File: src/rtl/half_duplex_line_ctrl_if.sv
// Host-side and pad-side signals of the half-duplex line sequencer,
// bundled so the host, the pad model and the controller share one port.
interface half_duplex_line_ctrl_if #(
  parameter int DATA_W = 8
);
  logic              start;
  logic              rd_en;
  logic [DATA_W-1:0] wr_data;
  logic              busy;
  logic              done;
  logic              rd_valid;
  logic [DATA_W-1:0] rd_data;
  logic              t;
  logic              o_drv;
  logic              i_pad;

  modport master (
    output start, rd_en, wr_data, i_pad,
    input  busy, done, rd_valid, rd_data, t, o_drv
  );

  modport slave (
    input  start, rd_en, wr_data, i_pad,
    output busy, done, rd_valid, rd_data, t, o_drv
  );
endinterface

File: src/rtl/half_duplex_line_ctrl.sv
// Half-duplex single-pin sequencer: shift a word out, release the line,
// optionally shift a reply in through a 2-flop synchronizer.
module half_duplex_line_ctrl #(
  parameter int DATA_W   = 8,
  parameter int BIT_CYC  = 4,
  parameter int TURN_CYC = 2
) (
  input logic clk,
  input logic rst,
  half_duplex_line_ctrl_if.slave bus
);
  localparam int CW = $clog2(BIT_CYC + 1);
  localparam int BW = $clog2(DATA_W + 1);
  localparam int TW = $clog2(TURN_CYC + 1);

  typedef enum logic [2:0] {
    IDLE, TX, TURN, RX, DONE
  } state_t;

  state_t state, state_n;

  logic [DATA_W-1:0] shift, shift_n;
  logic [DATA_W-1:0] rx_shift, rx_n;
  logic [DATA_W-1:0] rd_q;
  logic [DATA_W:0]   tx_ext, rx_ext;
  logic [CW-1:0]     cyc_cnt, cyc_n;
  logic [BW-1:0]     bit_cnt, bit_n;
  logic [TW-1:0]     turn_cnt, turn_n;
  logic              rd_lat, lat_n;
  logic              s1, s2;
  logic              cell_end, last_bit;
  logic              t_q, o_q, busy_q, done_q, rv_q;
  logic              t_n, o_n, busy_n, done_n, rv_n;

  always_ff @(posedge clk) begin
    if (rst) begin
      state    <= IDLE;
      shift    <= '0;
      rx_shift <= '0;
      rd_q     <= '0;
      cyc_cnt  <= '0;
      bit_cnt  <= '0;
      turn_cnt <= '0;
      rd_lat   <= 1'b0;
      s1       <= 1'b0;
      s2       <= 1'b0;
      t_q      <= 1'b0;
      o_q      <= 1'b0;
      busy_q   <= 1'b0;
      done_q   <= 1'b0;
      rv_q     <= 1'b0;
    end else begin
      state    <= state_n;
      shift    <= shift_n;
      rx_shift <= rx_n;
      cyc_cnt  <= cyc_n;
      bit_cnt  <= bit_n;
      turn_cnt <= turn_n;
      rd_lat   <= lat_n;
      s1       <= bus.i_pad;
      s2       <= s1;
      t_q      <= t_n;
      o_q      <= o_n;
      busy_q   <= busy_n;
      done_q   <= done_n;
      rv_q     <= rv_n;
      if (rv_n) rd_q <= rx_n;
    end
  end

  // Extended vectors keep the shifts legal even when DATA_W is 1.
  assign tx_ext   = {shift, 1'b0};
  assign rx_ext   = {rx_shift, s2};
  assign cell_end = (cyc_cnt == CW'(BIT_CYC - 1));
  assign last_bit = (bit_cnt == BW'(DATA_W - 1));

  always_comb begin
    state_n = state;
    shift_n = shift;
    rx_n    = rx_shift;
    lat_n   = rd_lat;
    cyc_n   = cyc_cnt;
    bit_n   = bit_cnt;
    turn_n  = turn_cnt;
    unique case (state)
      IDLE: begin
        if (bus.start) begin
          shift_n = bus.wr_data;
          lat_n   = bus.rd_en;
          cyc_n   = '0;
          bit_n   = '0;
          turn_n  = '0;
          state_n = TX;
        end
      end
      TX: begin
        if (cell_end) begin
          cyc_n   = '0;
          shift_n = tx_ext[DATA_W-1:0];
          if (last_bit) begin
            bit_n   = '0;
            state_n = TURN;
          end else begin
            bit_n = bit_cnt + 1'b1;
          end
        end else begin
          cyc_n = cyc_cnt + 1'b1;
        end
      end
      TURN: begin
        if (turn_cnt == TW'(TURN_CYC - 1)) begin
          turn_n  = '0;
          state_n = rd_lat ? RX : DONE;
        end else begin
          turn_n = turn_cnt + 1'b1;
        end
      end
      RX: begin
        if (cell_end) begin
          cyc_n = '0;
          rx_n  = rx_ext[DATA_W-1:0];
          if (last_bit) begin
            bit_n   = '0;
            state_n = DONE;
          end else begin
            bit_n = bit_cnt + 1'b1;
          end
        end else begin
          cyc_n = cyc_cnt + 1'b1;
        end
      end
      DONE:    state_n = IDLE;
      default: state_n = IDLE;
    endcase
  end

  // Pad outputs are flops fed from the next state so they never glitch.
  always_comb begin
    t_n    = (state_n == TX);
    o_n    = t_n & shift_n[DATA_W-1];
    busy_n = (state_n == TX) || (state_n == TURN) || (state_n == RX);
    done_n = (state_n == DONE);
    rv_n   = done_n & lat_n;
  end

  assign bus.t        = t_q;
  assign bus.o_drv    = o_q;
  assign bus.busy     = busy_q;
  assign bus.done     = done_q;
  assign bus.rd_valid = rv_q;
  assign bus.rd_data  = rd_q;
endmodule

File: src/flat_wrapper.sv
// flat-port wrapper written by rule: the top's interface ports become plain ports
module half_duplex_line_ctrl_flat 
#(
  parameter int DATA_W   = 8,
  parameter int BIT_CYC  = 4,
  parameter int TURN_CYC = 2
)
  (clk, rst, bus_start, bus_rd_en, bus_wr_data, bus_i_pad, bus_busy, bus_done, bus_rd_valid, bus_rd_data, bus_t, bus_o_drv);
  half_duplex_line_ctrl_if #(.DATA_W(DATA_W)) bus_i ();
  input logic clk;
  input logic rst;
  input wire logic [$bits(bus_i.start)-1:0] bus_start;
  input wire logic [$bits(bus_i.rd_en)-1:0] bus_rd_en;
  input wire logic [$bits(bus_i.wr_data)-1:0] bus_wr_data;
  input wire logic [$bits(bus_i.i_pad)-1:0] bus_i_pad;
  output wire logic [$bits(bus_i.busy)-1:0] bus_busy;
  output wire logic [$bits(bus_i.done)-1:0] bus_done;
  output wire logic [$bits(bus_i.rd_valid)-1:0] bus_rd_valid;
  output wire logic [$bits(bus_i.rd_data)-1:0] bus_rd_data;
  output wire logic [$bits(bus_i.t)-1:0] bus_t;
  output wire logic [$bits(bus_i.o_drv)-1:0] bus_o_drv;
  assign bus_i.start = bus_start;
  assign bus_i.rd_en = bus_rd_en;
  assign bus_i.wr_data = bus_wr_data;
  assign bus_i.i_pad = bus_i_pad;
  assign bus_busy = bus_i.busy;
  assign bus_done = bus_i.done;
  assign bus_rd_valid = bus_i.rd_valid;
  assign bus_rd_data = bus_i.rd_data;
  assign bus_t = bus_i.t;
  assign bus_o_drv = bus_i.o_drv;
  half_duplex_line_ctrl #(.DATA_W(DATA_W), .BIT_CYC(BIT_CYC), .TURN_CYC(TURN_CYC)) u_core (.clk(clk), .rst(rst), .bus(bus_i));
endmodule
File: config.mk
export PLATFORM = sky130hd
export DESIGN_NAME = half_duplex_line_ctrl_flat
export DESIGN_NICKNAME = d
export VERILOG_FILES = /design/src/rtl/half_duplex_line_ctrl_if.sv /design/src/rtl/half_duplex_line_ctrl.sv /design/src/flat_wrapper.sv
export SDC_FILE = /design/constraint.sdc
export NUM_CORES = 1
export LEC_CHECK = 0
export ABC_AREA = 1
export BUFFER_PORTS_ARGS = -buffer_cell sky130_fd_sc_hd__buf_2
export CAP_MARGIN = 20
export CORE_UTILIZATION = 61
export DETAILED_ROUTE_END_ITERATION = 12
export GPL_TIMING_DRIVEN = 0
export PLACE_DENSITY = 0.86
export SYNTH_ARGS = -nofsm -noshare
export SYNTH_HDL_FRONTEND = slang
export SYNTH_SLANG_ARGS = --single-unit
File: constraint.sdc
create_clock -name clk -period 2.2 [get_ports clk]
set_input_delay 0.44 -clock clk [delete_from_list [all_inputs] [get_ports clk]]
set_output_delay 0.44 -clock clk [all_outputs]
set_load 0.02 [all_outputs]
[Word level (Yosys, flattened, before mapping)]
Index checks and enable logic that the tools add are counted.
Cells by class
  $add $sub $neg: 3
  equal/unequal tests: 13
  multiplexer cells: 25
  bitwise logic cells: 2
  reduce and logical (&&, ||, !) cells: 11
Operator list (number)
  $mux 8: 4
  $mux 3: 9
  $pmux 8 s2: 1
  $eq 3x2->1 const B: 5
  $mux 4: 3
  $pmux 3 s4: 1
  $pmux 4 s2: 1
  $eq 3x1->1 const B: 2
  $pmux 3 s2: 1
  $reduce_and 3->1: 2
  $reduce_bool 2->1: 3
  $add 4x1->4 const B: 1
  $eq 4x3->1 const B: 1
  $mux 2: 2
  $ne 2x1->1 const B: 2
  $pmux 2 s2: 1
  $reduce_and 2->1: 2
  $add 3x1->3 const B: 1
  $eq 3x3->1 const B: 1
  $logic_not 3->1: 1
  $add 2x1->2 const B: 1
  $and 1x1->1: 2
  $eq 2x1->1 const B: 1
  $logic_or 1x1->1: 2
  3 further kinds: 4
Word-level totals
  register bits after elaboration: 44
  input bits: 13
  output and inout port bits: 13
  word-level logic and storage cells: 70

[Depth between registers and ports, before layout]
  depth in word-level cells: 7
  mapped depth: 10
  depth with buffers taken out: 10

[Worst setup path before layout]
OpenSTA, ideal clock, no wires.
  kind: register to register
  start: reg u_core.cyc_cnt[0]
  end: reg u_core.rd_q[1] (netlist: u_core.bus.rd_data[1])
  library setup time: 113 ps
  arrival: 1296 ps
  required time: 2087 ps
  slack: 791 ps
  stages on the path, launching flop included: 10
  path buffers: 1
  period minus slack after synthesis: 1409 ps
  cell sequence: dfxtp_1 -> ha_1 -> nand2_1 -> inv_2 -> nand3_1 -> nand2_4 -> buf_6 -> nand3_1 -> nand2_1 -> nor2_1
On the way
  word-level cells in the longest chain between the ends: 5
  elaborated cells between the ends (all ways): 8
  classes of those cells: 2 x eq/ne; 5 x mux; 1 x bitwise
RTL lines
  start, declared: line half_duplex_line_ctrl.sv:26  | logic [CW-1:0] cyc_cnt, cyc_n;
  start signal, assigned: line half_duplex_line_ctrl.sv:56  | cyc_cnt <= cyc_n;
  $eq 3x2->1 *: line half_duplex_line_ctrl.sv:74  | assign cell_end = (cyc_cnt == CW'(BIT_CYC - 1));
  $mux 3 (on tied branches): line half_duplex_line_ctrl.sv:119, half_duplex_line_ctrl.sv:97
  $pmux 3 s4: line half_duplex_line_ctrl.sv:85  | unique case (state)
  $eq 3x3->1: line half_duplex_line_ctrl.sv:142  | done_n = (state_n == DONE);
  $and 1x1->1: line half_duplex_line_ctrl.sv:143  | rv_n = done_n & lat_n;
  end signal, assigned: line half_duplex_line_ctrl.sv:67  | if (rv_n) rd_q <= rx_n;
  end, declared: line half_duplex_line_ctrl.sv:24  | logic [DATA_W-1:0] rd_q;
Every way passes the cells marked *; elsewhere a longest branch is shown, timed or not.
A chain may end at the register's enable or synchronous reset.

[Final worst setup path]
  start: reg u_core.bit_cnt[0]
  end: reg u_core.rd_q[1] (netlist: u_core.bus.rd_data[1])
On the way
  word-level cells in the longest chain between the ends: 6
  elaborated cells between the ends (all ways): 8
  classes of those cells: 2 x eq/ne; 5 x mux; 1 x bitwise
RTL lines
  start, declared: line half_duplex_line_ctrl.sv:27  | logic [BW-1:0] bit_cnt, bit_n;
  start signal, assigned: line half_duplex_line_ctrl.sv:57  | bit_cnt <= bit_n;
  $eq 4x3->1 *: line half_duplex_line_ctrl.sv:75  | assign last_bit = (bit_cnt == BW'(DATA_W - 1));
  $mux 3 (on tied branches): line half_duplex_line_ctrl.sv:122, half_duplex_line_ctrl.sv:100
  $mux 3 (on tied branches): line half_duplex_line_ctrl.sv:119, half_duplex_line_ctrl.sv:97
  $pmux 3 s4 *: line half_duplex_line_ctrl.sv:85
  $eq 3x3->1 *: line half_duplex_line_ctrl.sv:142
  $and 1x1->1 *: line half_duplex_line_ctrl.sv:143
Marked as above.

==> results.sh <==
export IMPL_status="complete, no violations"
export IMPL_postCtsSetupBuffers=0
export IMPL_yosysSeqAreaShare_pct=44.4
export IMPL_syn_to_final_growth_pct=11.4
export IMPL_async_flop_share_pct=0
export IMPL_grt_busiest_layer="met2"
export IMPL_syn_num_nets=297
export IMPL_dp_cells=351
export IMPL_cts_repair_resized=0
export IMPL_multi_input_area_um2=922
export IMPL_hold_buffers=0
export IMPL_grt_pass1_wl_mm=6.68
export IMPL_route_detailed_drc=0
export IMPL_finalInstanceArea_mm2=0.00221
export IMPL_rsz0062_at_grt="no"
export IMPL_final_util_pct=71.8
export IMPL_drtPass1Iterations=4
export IMPL_seq_area_um2=881
export IMPL_slew_violations=0
export IMPL_tritoncts="yes"
export IMPL_start_util_pct=64.5
export IMPL_die_h_um=59.0
export IMPL_drive_above_1_share_pct=19.7
export IMPL_core_area_mm2=0.00308
export IMPL_diodes=0
export IMPL_rows=20
export IMPL_cp_num_buf_inv=1
export IMPL_fin_cells=358
export IMPL_maxSlewHeadroom_pct=63.6
export IMPL_peakVddDrop_mv=0.421
export IMPL_finalNetCount=329
export IMPL_finalClockSkew_ns=0.00703
export IMPL_antenna_left=0
export IMPL_die_area_mm2=0.00349
export IMPL_max_clock_freq_ghz=0.596
export IMPL_crit_path_end_kind="register"
export IMPL_numCtsBuffers=5
export IMPL_portBuffers=25
export IMPL_worstMarginPinSlew_ns=0.546
export IMPL_critical_path_max_stage_delay_ns=0.39
export IMPL_grt_max_degree=13
export IMPL_leakage_nw=1.02
export IMPL_ys_ff_latch=44
export IMPL_crit_fanout=10
export IMPL_fin_crit_ns=1.68
export IMPL_io_pins=26
export IMPL_fillers=289
export IMPL_synth_edf_count=0
export IMPL_fin_crit_sh_pct=76.3
export IMPL_cp_start_kind="register"
export IMPL_vias_per_cell=4.90
export IMPL_synth_cell_area_mm2=0.00198
export IMPL_hold_viol=0
export IMPL_cp_required_ns=2.46
export IMPL_antenna_found_initial=0
export IMPL_clk_latency_ns=0.35
export IMPL_htree_levels=2
export IMPL_grt_ovfl_total=0
export IMPL_routabilityCongestion=0.840
export IMPL_grtUsageMet1_pct=32.9
export IMPL_met3_usage_pct=6.55
export IMPL_clock_sinks=44
export IMPL_setup_viol=0
export IMPL_die_x_um=59.0
export IMPL_hp_class="in -> reg"
export IMPL_cp_cell_sequence="ha_1 -> nand2_1 -> nor2_1 -> nand3_1 -> nand2_4 -> buf_6 -> nand3_1 -> nand2_1 -> nor2_1"
export IMPL_max_cap_viol_count=0
export IMPL_synth_top_flop_cell="dfxtp_1"
export IMPL_wl_mm=3.93
export IMPL_grt_pass1_vias=1594
export IMPL_grtUsageTotal_pct=25.6
export IMPL_drt_iter0_markers=66
export IMPL_dp_hpwl_mm=2.89
export IMPL_clockBufferDepth=2
export IMPL_placed_area_mm2=0.00216
export IMPL_arrival_ns=1.94
export IMPL_setup_tns_ns=0
export IMPL_cts_root_buf="clkbuf_4"
export IMPL_avgSynthCellArea_um2=7.04
export IMPL_synth_cells=282
export IMPL_path_clk_slew_ns=0.12
export IMPL_power_density_mw_per_mm2=603
export IMPL_path_class="reg -> reg"
export IMPL_cp_slowest_cell="dfxtp_1"
export IMPL_use_met2_pct=42.7
export IMPL_path_delay_family="simple AND/OR/NAND/NOR gates"
export IMPL_synth_warnings=0
export IMPL_ys_types=25
export IMPL_routedWlPerCell_um=11.0
export IMPL_via_count=1755
[final cells by class]
type | instances | area share [%]
inverter | 32 | 5.43
tap | 44 | 2.49
multi-input combinational | 197 | 41.7
clock buffer | 6 | 1.87
buffer | 9 | 2.77
sequential | 44 | 39.8
clock inverter | 1 | 0.226
timing repair buffer | 25 | 5.66
[kinds of logic after synthesis]
family	after synthesis	share of synthesized area, %
and+or+nand+nor	159	34.6
DFF	44	44.4
buffers and inverters	41	9.14
AOI/OAI and AO/OA	36	10.7
adders and majority gates	2	1.26
[through the flow]
stage | setup slack [ns] | total power, mW | hold WS [ns]
finish | 0.522 | 1.33 | 0.283
global route | 0.407 | 1.40 | 0.288
CTS | 0.552 | 1.34 | 0.285
detailed placement | 0.569 | 0.986 | 0.414
global placement | 0.587 | 0.984 | 0.405
floorplan | 0.791 | 0.947 | 0.388
[worst min-delay path, cell delays in order]
cell and delay, ns:
buf_2 0.08, inv_1 0.03, nor2_1 0.06
[per-layer routing]
layer | up-vias | wire, um | part of all wire (%)
li1 | 941 | - | -
met1 | 779 | 2000 | 51
met2 | 31 | 1750 | 44
met3 | 4 | 150 | 3.8
met4 | 0 | 38 | 0.97
met5 | - | 0 | 0
[flip-flops by register name, summed over array words and instances (netlist names), 2 cells and up]
name,flops
u_core.bit_cnt,4
u_core.bus.rd_data,8
u_core.cyc_cnt,3
u_core.turn_cnt,2
u_core.shift,8
u_core.state,3
u_core.rx_shift,8
[final timing paths]
kind / start / endpoint / slack, ns / cells past startpoint
worst max register to register: u_core.bit_cnt[0]$_SDFFE_PP0P_ / u_core.bus.rd_data[1]$_SDFFE_PP0P_ / 0.52 / 9
worst min register to register: u_core.s1$_SDFF_PP0_ / u_core.s2$_SDFF_PP0_ / 0.42 / 2
worst min-delay path: bus_i_pad / u_core.s1$_SDFF_PP0_ / 0.28 / 3
worst max-delay path: u_core.bit_cnt[0]$_SDFFE_PP0P_ / u_core.bus.rd_data[1]$_SDFFE_PP0P_ / 0.52 / 9
[layout by cell type, fill, tap and decap left out, types with 8 or more instances in the layout]
| master | netlist | final |
|---|---|---|
| nand2_1 | 81 | 81 |
| inv_2 | 8 | 8 |
| dfxtp_1 | 44 | 44 |
| a21oi_1 | 20 | 20 |
| buf_2 | 1 | 26 |
| inv_1 | 24 | 24 |
| nor2_1 | 46 | 46 |
| nand3_1 | 20 | 20 |
| a21oi_2 | 8 | 8 |
[synth_stat cells (3+ instances only)]
library cell / count / area share, %
dfxtp_1: 44 / 44
nand3_1: 20 / 5.0
buf_6: 3 / 1.7
inv_1: 24 / 4.5
nand2_1: 81 / 15
o21ai_0: 4 / 1.0
o21ai_1: 3 / 0.76
inv_2: 8 / 1.5
a21oi_2: 8 / 3.5
clkbuf_1: 4 / 0.76
nor2_1: 46 / 8.7
a21oi_1: 20 / 5.0
[power breakdown]
part | switching (mW) | internal (mW) | leakage, nW
sequential | 0.00996 | 0.817 | 0.357
combinational | 0.0943 | 0.0479 | 0.634
clock | 0.245 | 0.118 | 0.0281
No activity file was read; power rests on OpenSTA's default activity.
